$ cat src/rtl/fp_mult_result_checker_delay_line.sv
// ---------------------------------------------------------------------------
// fp_op_delay_line
// Fixed-depth shift register aligning {valid, a, b} with the multiplier's
// results. Shifts every cycle; reset clears only the valid bit (MSB) of each
// stage, the operand payload is left as-is.
// Ports:
//   clk    in  1      clock
//   rst    in  1      synchronous active-high reset (valid bits only)
//   i_data in  WIDTH  {valid, a, b} entering the pipe
//   o_data out WIDTH  {valid, a, b} delayed by DEPTH cycles
// ---------------------------------------------------------------------------
module fp_op_delay_line #(
    parameter int DEPTH = 2,
    parameter int WIDTH = 65
) (
    input  logic             clk,
    input  logic             rst,
    input  logic [WIDTH-1:0] i_data,
    output logic [WIDTH-1:0] o_data
);

    logic [WIDTH-1:0] r_stage [DEPTH];

    always_ff @(posedge clk) begin
        r_stage[0] <= i_data;
        for (int i = 1; i < DEPTH; i++) begin
            r_stage[i] <= r_stage[i-1];
        end
        // Later assignment wins: valid bits are forced low, payload keeps shifting.
        if (rst) begin
            for (int i = 0; i < DEPTH; i++) begin
                r_stage[i][WIDTH-1] <= 1'b0;
            end
        end
    end

    assign o_data = r_stage[DEPTH-1];

endmodule

$ cat config.mk
export PLATFORM = sky130hd
export DESIGN_NAME = fp_op_delay_line
export DESIGN_NICKNAME = d
export VERILOG_FILES = /design/src/rtl/fp_mult_result_checker_delay_line.sv
export SDC_FILE = /design/constraint.sdc
export NUM_CORES = 1
export LEC_CHECK = 0
export BUFFER_PORTS_ARGS = -buffer_cell sky130_fd_sc_hd__buf_2
export CORE_MARGIN = 3
export CORE_UTILIZATION = 41
export CTS_CLUSTER_SIZE = 12
export DETAILED_ROUTE_END_ITERATION = 10
export PLACE_DENSITY_LB_ADDON = 0.15
export SETUP_SLACK_MARGIN = 0.3
export SLEW_MARGIN = 25
export SYNTH_ARGS = -nofsm -noshare
export SYNTH_HDL_FRONTEND = slang
export SYNTH_SLANG_ARGS = --single-unit
$ cat constraint.sdc
create_clock -name clk -period 0.8 [get_ports clk]
set_input_delay 0.16 -clock clk [delete_from_list [all_inputs] [get_ports clk]]
set_output_delay 0.16 -clock clk [all_outputs]
set_load 0.01 [all_outputs]
==> impl_metrics.yaml, run 1 <==
routing:
  drc: 0
  viasPerCell: 3.63
  routed_wl_mm: 5.34
  avgRoutedWirePerCell_um: 11.7
  num_vias: 1661
  ant_nets: 0
  drt_pass1_iterations: 4
  drt_iter0_markers: 26
clock_network:
  cts_tree: "done"
  cts.sinks: 130
  h-tree-depth: 4
  clockRootBuffer: "clkbuf_8"
  clk_pin_slew_ns: 0.05
  clock_latency_ns: 0.49
  cts_made_buffers: 17
  cts_max_path_buffers: 2
  hold_buffers: 65
cells_and_area:
  fin_nets: 414
  areaGrowthSynthToFinish_pct: 55.1
  final_layout_size_suffix_gt1_share_pct: 52.4
  fill_cells: 536
  diodes: 0
  top_regs: "r_stage (130)"
  mostFrequentLayoutCells: "buf_2 (105), dfxtp_1 (104), dlygate4sd3_1 (64), buf_6 (26), dfxtp_2 (26)"
  final_common_cell: "buf_2"
  largest_reg_flops: 130
  largest-register: "r_stage"
sta:
  max_slew.worst_pin.slew_ns: 0.268
  rsz0062_at_grt: "yes"
  finalSetupTns_ns: -17.58
  slew_violations: 0
  hold_viol_final: 1
  fin_ws_ns: -0.289
  finalCritPeriodShare_pct: 136
  hold_slack_ns: -0.0785
  max_slew_margin_pct: 82.1
  skew_ns: 0.00403
  timing.final.crit_period_ns: 1.09
  setup_viol: 65
  max_freq_mhz: 918
floorplanning:
  io_pins: 132
  dieArea_um2: 8650
  core_region_area_um2: 7290
  rows: 31
  die_height_um: 93.0
  chipWidth_um: 93.0
  start_util_pct: 42.6
place:
  hpwlAfterDp_mm: 2.97
  dp_slack_ns: 0.174
  io_buffers: 131
  gp_congestion: 0.616
global_route:
  met3_usage_pct: 7.88
  grt_pass1_wl_mm: 8.43
  met2_usage_pct: 22.0
  grt_max_degree: 17
  gr-max-usage-layer: "met2"
  grt_pass1_vias: 1809
  grt_usage_pct: 13.3
  overflow: 0
  met1_usage_pct: 13.6
  antenna_found_initial: 0
setup_path:
  worst_setup_path_start_kind: "flip-flop"
  endpoint_kind: "output port"
  crit_chain: "buf_6"
  critPathRequiredTime_ns: 0.64
  cp_top_family: "flip-flops"
  path_max_fanout: 1
  critPathKind: "flip-flop to output port"
  max_stage_delay_ns: 0.33
  cp.arrival_ns: 0.93
  cpMaxStageDelayCell: "dfxtp_2"
  worst-path-buf-inv: 1
run:
  maxCapViolCount: 0
synth:
  ys_warn_count: 0
  synth.avg_cell_area_um2: 15.8
  yosys.area.top_type: "dfxtp_1"
  netlist-cell-type-count: 3
  synth_area_leaders: "dfxtp_1 (84%), buf_4 (16%), nor2b_1 (0.40%)"
  ys_seq_elements: 130
  yosysSeqAreaShare_pct: 83.9
  synthCells: 197
  yosysTopAreaCellShare_pct: 83.9
  netlist_area_um2: 3100
  synth_fp_nets: 264
pwr:
  power_density_nw_per_um2: 3080
  p_leak_nw: 2.23
  peakVddDrop_mv: 1.80
run_status:
  status: "finished with violations"
  failed_checks: "negative hold slack, negative setup slack"
hold_path:
  worstHoldPathType: "primary input to flip-flop"
[power by group]
group | internal, mW | switching [mW] | total [mW] | leakage [nW]
registers | 6.84 | 0.0903 | 6.93 | 1.10
clock network | 4.63 | 2.50 | 7.14 | 0.279
logic | 0.510 | 0.243 | 0.753 | 0.857
total | 12.0 | 2.84 | 14.8 | 2.23
[per-stage QoR]
stage               std cells  utilization [%]  total power [mW]  cell area, um2
floorplan                 197                -              7.49            3350
global placement          362             46.6              7.45            3390
detailed placement        362             46.6              7.46            3390
CTS                       458             64.2              15.0            4680
global route              458             66.0              15.5            4810
finish                    458             66.0              14.8            4810
[synthesized netlist by cell type]
library cell / count
nor2b_1: 2
dfxtp_1: 130
buf_4: 65
[routing by layer]
| metal | vias to the layer above | share of wire (%) | wire length, um |
|---|---|---|---|
| met4 | 0 | 1.0 | 56 |
| met5 | - | 0 | 0 |
| met1 | 731 | 36 | 1910 |
| li1 | 839 | - | - |
| met3 | 6 | 9.2 | 490 |
| met2 | 85 | 54 | 2890 |
[cells by family after synthesis]
family                 after synthesis  synth area share [%]
flip-flops                         130                  83.9
buffers and inverters               65                  15.7
AND/OR/NAND/NOR                      2                 0.403
[path summary, 6_finish.rpt]
path                                     end                 startpoint  cells after the start  slack [ns]
hold / removal     r_stage[0][64]$_SDFF_PP0_                 i_data[64]                      2       -0.08
setup / recovery                  o_data[27]     r_stage[0][92]$_DFF_P_                      1       -0.29
setup reg to reg  r_stage[0][129]$_SDFF_PP0_  r_stage[0][64]$_SDFF_PP0_                      1        0.30
hold reg to reg      r_stage[0][118]$_DFF_P_     r_stage[0][53]$_DFF_P_                      0        0.32
[layout make-up]
class / count / area [um2] / share of cell area (%)
Multi-Input combinational cell: 2 / 15.0 / 0.312
Timing Repair Buffer: 196 / 1470 / 30.6
Clock buffer: 21 / 459 / 9.54
Tap cell: 99 / 124 / 2.57
Sequential cell: 130 / 2640 / 54.7
Clock inverter: 10 / 109 / 2.26
[timing repair]
action,CTS,global route
gates resized for setup,18,36
setup endpoints to repair,66,67
buffers inserted,0,0
pin swaps,0,0
endpoints found under the hold margin,66,1
Note: power is estimated with default switching activity, not from simulation.
==> run 2: changes to the inputs <==
--- a/config.mk
+++ b/config.mk
@@ -7,7 +7,8 @@
 export LEC_CHECK = 0
 export BUFFER_PORTS_ARGS = -buffer_cell sky130_fd_sc_hd__buf_2
 export CORE_MARGIN = 3
-export CORE_UTILIZATION = 41
+export CORE_UTILIZATION = 43
+export CTS_BUF_LIST = sky130_fd_sc_hd__clkbuf_8
 export CTS_CLUSTER_SIZE = 12
 export DETAILED_ROUTE_END_ITERATION = 10
 export PLACE_DENSITY_LB_ADDON = 0.15
==> run 2 against run 1 <==
The flow still finishes with violations (negative hold slack, negative setup slack). Via count is 0.54% higher. Routed wire length is 5.3% lower. Hold slack worse by 0.0012 ns. Flip-flop and latch count stayed put. Register-to-register slack worse by 0.02 ns. Non-clock buffer count is 1 lower. Setup slack better by 0.084 ns.
==> impl_metrics.yaml, run 2 (synthesis results as in run 1) <==
cells_and_area:
  final_layout_size_suffix_gt1_share_pct: 53.5
  mostFrequentLayoutCells: "buf_2 (102), dfxtp_1 (101), dlygate4sd3_1 (59), buf_6 (29), dfxtp_2 (29)"
  fin_nets: 413
  fin_cells: 455
  largest-register: "r_stage"
  diodes: 0
  top_regs: "r_stage (130)"
  largest_reg_flops: 130
  areaGrowthSynthToFinish_pct: 50.7
  final_common_cell: "buf_2"
sta:
  max_slew_margin_pct: 88.7
  hold_slack_ns: -0.0797
  timing.final.crit_period_ns: 1.01
  fin_ws_ns: -0.205
  skew_ns: 0.00769
  hold_viol_final: 2
  slew_violations: 0
  setup_viol: 65
  max_freq_mhz: 995
  max_slew.worst_pin.slew_ns: 0.169
  rsz0062_at_grt: "yes"
  finalCritPeriodShare_pct: 126
routing:
  avgRoutedWirePerCell_um: 11.1
  routed_wl_mm: 5.06
  drc: 0
  ant_nets: 0
  viasPerCell: 3.67
  drt_pass1_iterations: 2
  num_vias: 1670
  drt_iter0_markers: 40
setup_path:
  max_stage_delay_ns: 0.32
  critPathKind: "flip-flop to output port"
  crit_chain: "buf_2"
  r2r_slack_ns: 0.28
  critPathRequiredTime_ns: 0.64
  cp_top_family: "flip-flops"
  cp.arrival_ns: 0.85
  cpMaxStageDelayCell: "dfxtp_1"
  path_max_fanout: 1
  endpoint_kind: "output port"
  worst_setup_path_start_kind: "flip-flop"
  worst-path-buf-inv: 1
clock_network:
  cts_tree: "done"
  h-tree-depth: 4
  cts_max_path_buffers: 2
  clock_latency_ns: 0.40
  clk_pin_slew_ns: 0.07
  clockRootBuffer: "clkbuf_8"
  cts_made_buffers: 17
  cts.sinks: 130
  hold_buffers: 64
pwr:
  p_int_mw: 10.5
  p_leak_nw: 2.20
  peakVddDrop_mv: 1.60
  comb_power_share_pct: 5.7
  p_sw_mw: 2.80
  p_sw_share_pct: 21.1
  pwr-share-seq_pct: 52.2
  p_clk_share_pct: 42.1
  power_density_nw_per_um2: 2840
global_route:
  overflow: 0
  grt_usage_pct: 12.1
  grt_pass1_vias: 1671
  grt_pass1_wl_mm: 7.45
  antenna_found_initial: 0
  grt_max_degree: 17
floorplanning:
  die_height_um: 91.0
  dieArea_um2: 8270
  core_region_area_um2: 6910
  rows: 30
  io_pins: 132
  start_util_pct: 44.9
  chipWidth_um: 91.0
run_status:
  status: "finished with violations"
  failed_checks: "negative hold slack, negative setup slack"
place:
  dpl.cell_count: 359
  hpwlAfterDp_mm: 3.04
  dp_slack_ns: 0.197
  io_buffers: 131
  gp_congestion: 0.659
hold_path:
  worstHoldPathType: "primary input to flip-flop"
run:
  maxCapViolCount: 0
## run 2: through the flow
| stage | power [mW] | util [%] | area [um2] | TNS [ns] | hold WS [ns] |
|---|---|---|---|---|---|
| detailed placement | 7.46 | 49.1 | 3390 | 0 | 0.264 |
| global route | 13.8 | 67.7 | 4680 | -15.83 | -0.111 |
| floorplan | 7.49 | - | 3350 | 0 | 0.188 |
| CTS | 13.4 | 65.2 | 4510 | -14.98 | -0.118 |
| finish | 13.3 | 67.7 | 4680 | -12.32 | -0.0797 |
| global placement | 7.45 | 49.1 | 3390 | 0 | 0.262 |
## run 2: cell type report
type                            count  area (um2)
Fill cell                         521        2230
Timing Repair Buffer              195        1490
Clock buffer                       17         234
Clock inverter                     15         181
Tap cell                           96         120
Sequential cell                   130        2640
Multi-Input combinational cell      2        12.5
## run 2: metal layers
metal	global-route usage [%]	vias to the layer above	share of wire, %
met5	0	-	0
met4	7.54	0	1.3
met3	6.88	6	9.7
met2	20.2	85	53
met1	11.3	737	36
li1	-	842	-
## run 2: repair_timing
| item | in CTS | in global routing |
|---|---|---|
| gates cloned | 0 | 0 |
| setup endpoints to repair | 66 | 71 |
| buffers inserted | 0 | 0 |
| endpoints found under the hold margin | 66 | 2 |
| resized for setup | 15 | 48 |
## run 2: power by group through the flow
stage               Combinational (mW)  Sequential, mW  Clock (mW)
floorplan                        0.434            7.05           0
global placement                 0.418            7.03           0
detailed placement               0.422            7.04           0
CTS                              0.690            6.90        5.78
global route                     0.812            6.95        6.08
finish                           0.753            6.92        5.59
## run 2: worst paths after layout
| check | from | to | depth (start not counted) |
|---|---|---|---|
| min | rst | r_stage[0][64]$_SDFF_PP0_ | 2 |
| max reg2reg | r_stage[0][64]$_SDFF_PP0_ | r_stage[0][129]$_SDFF_PP0_ | 1 |
| max | r_stage[0][87]$_DFF_P_ | o_data[22] | 1 |
| min reg2reg | r_stage[0][35]$_DFF_P_ | r_stage[0][100]$_DFF_P_ | 0 |
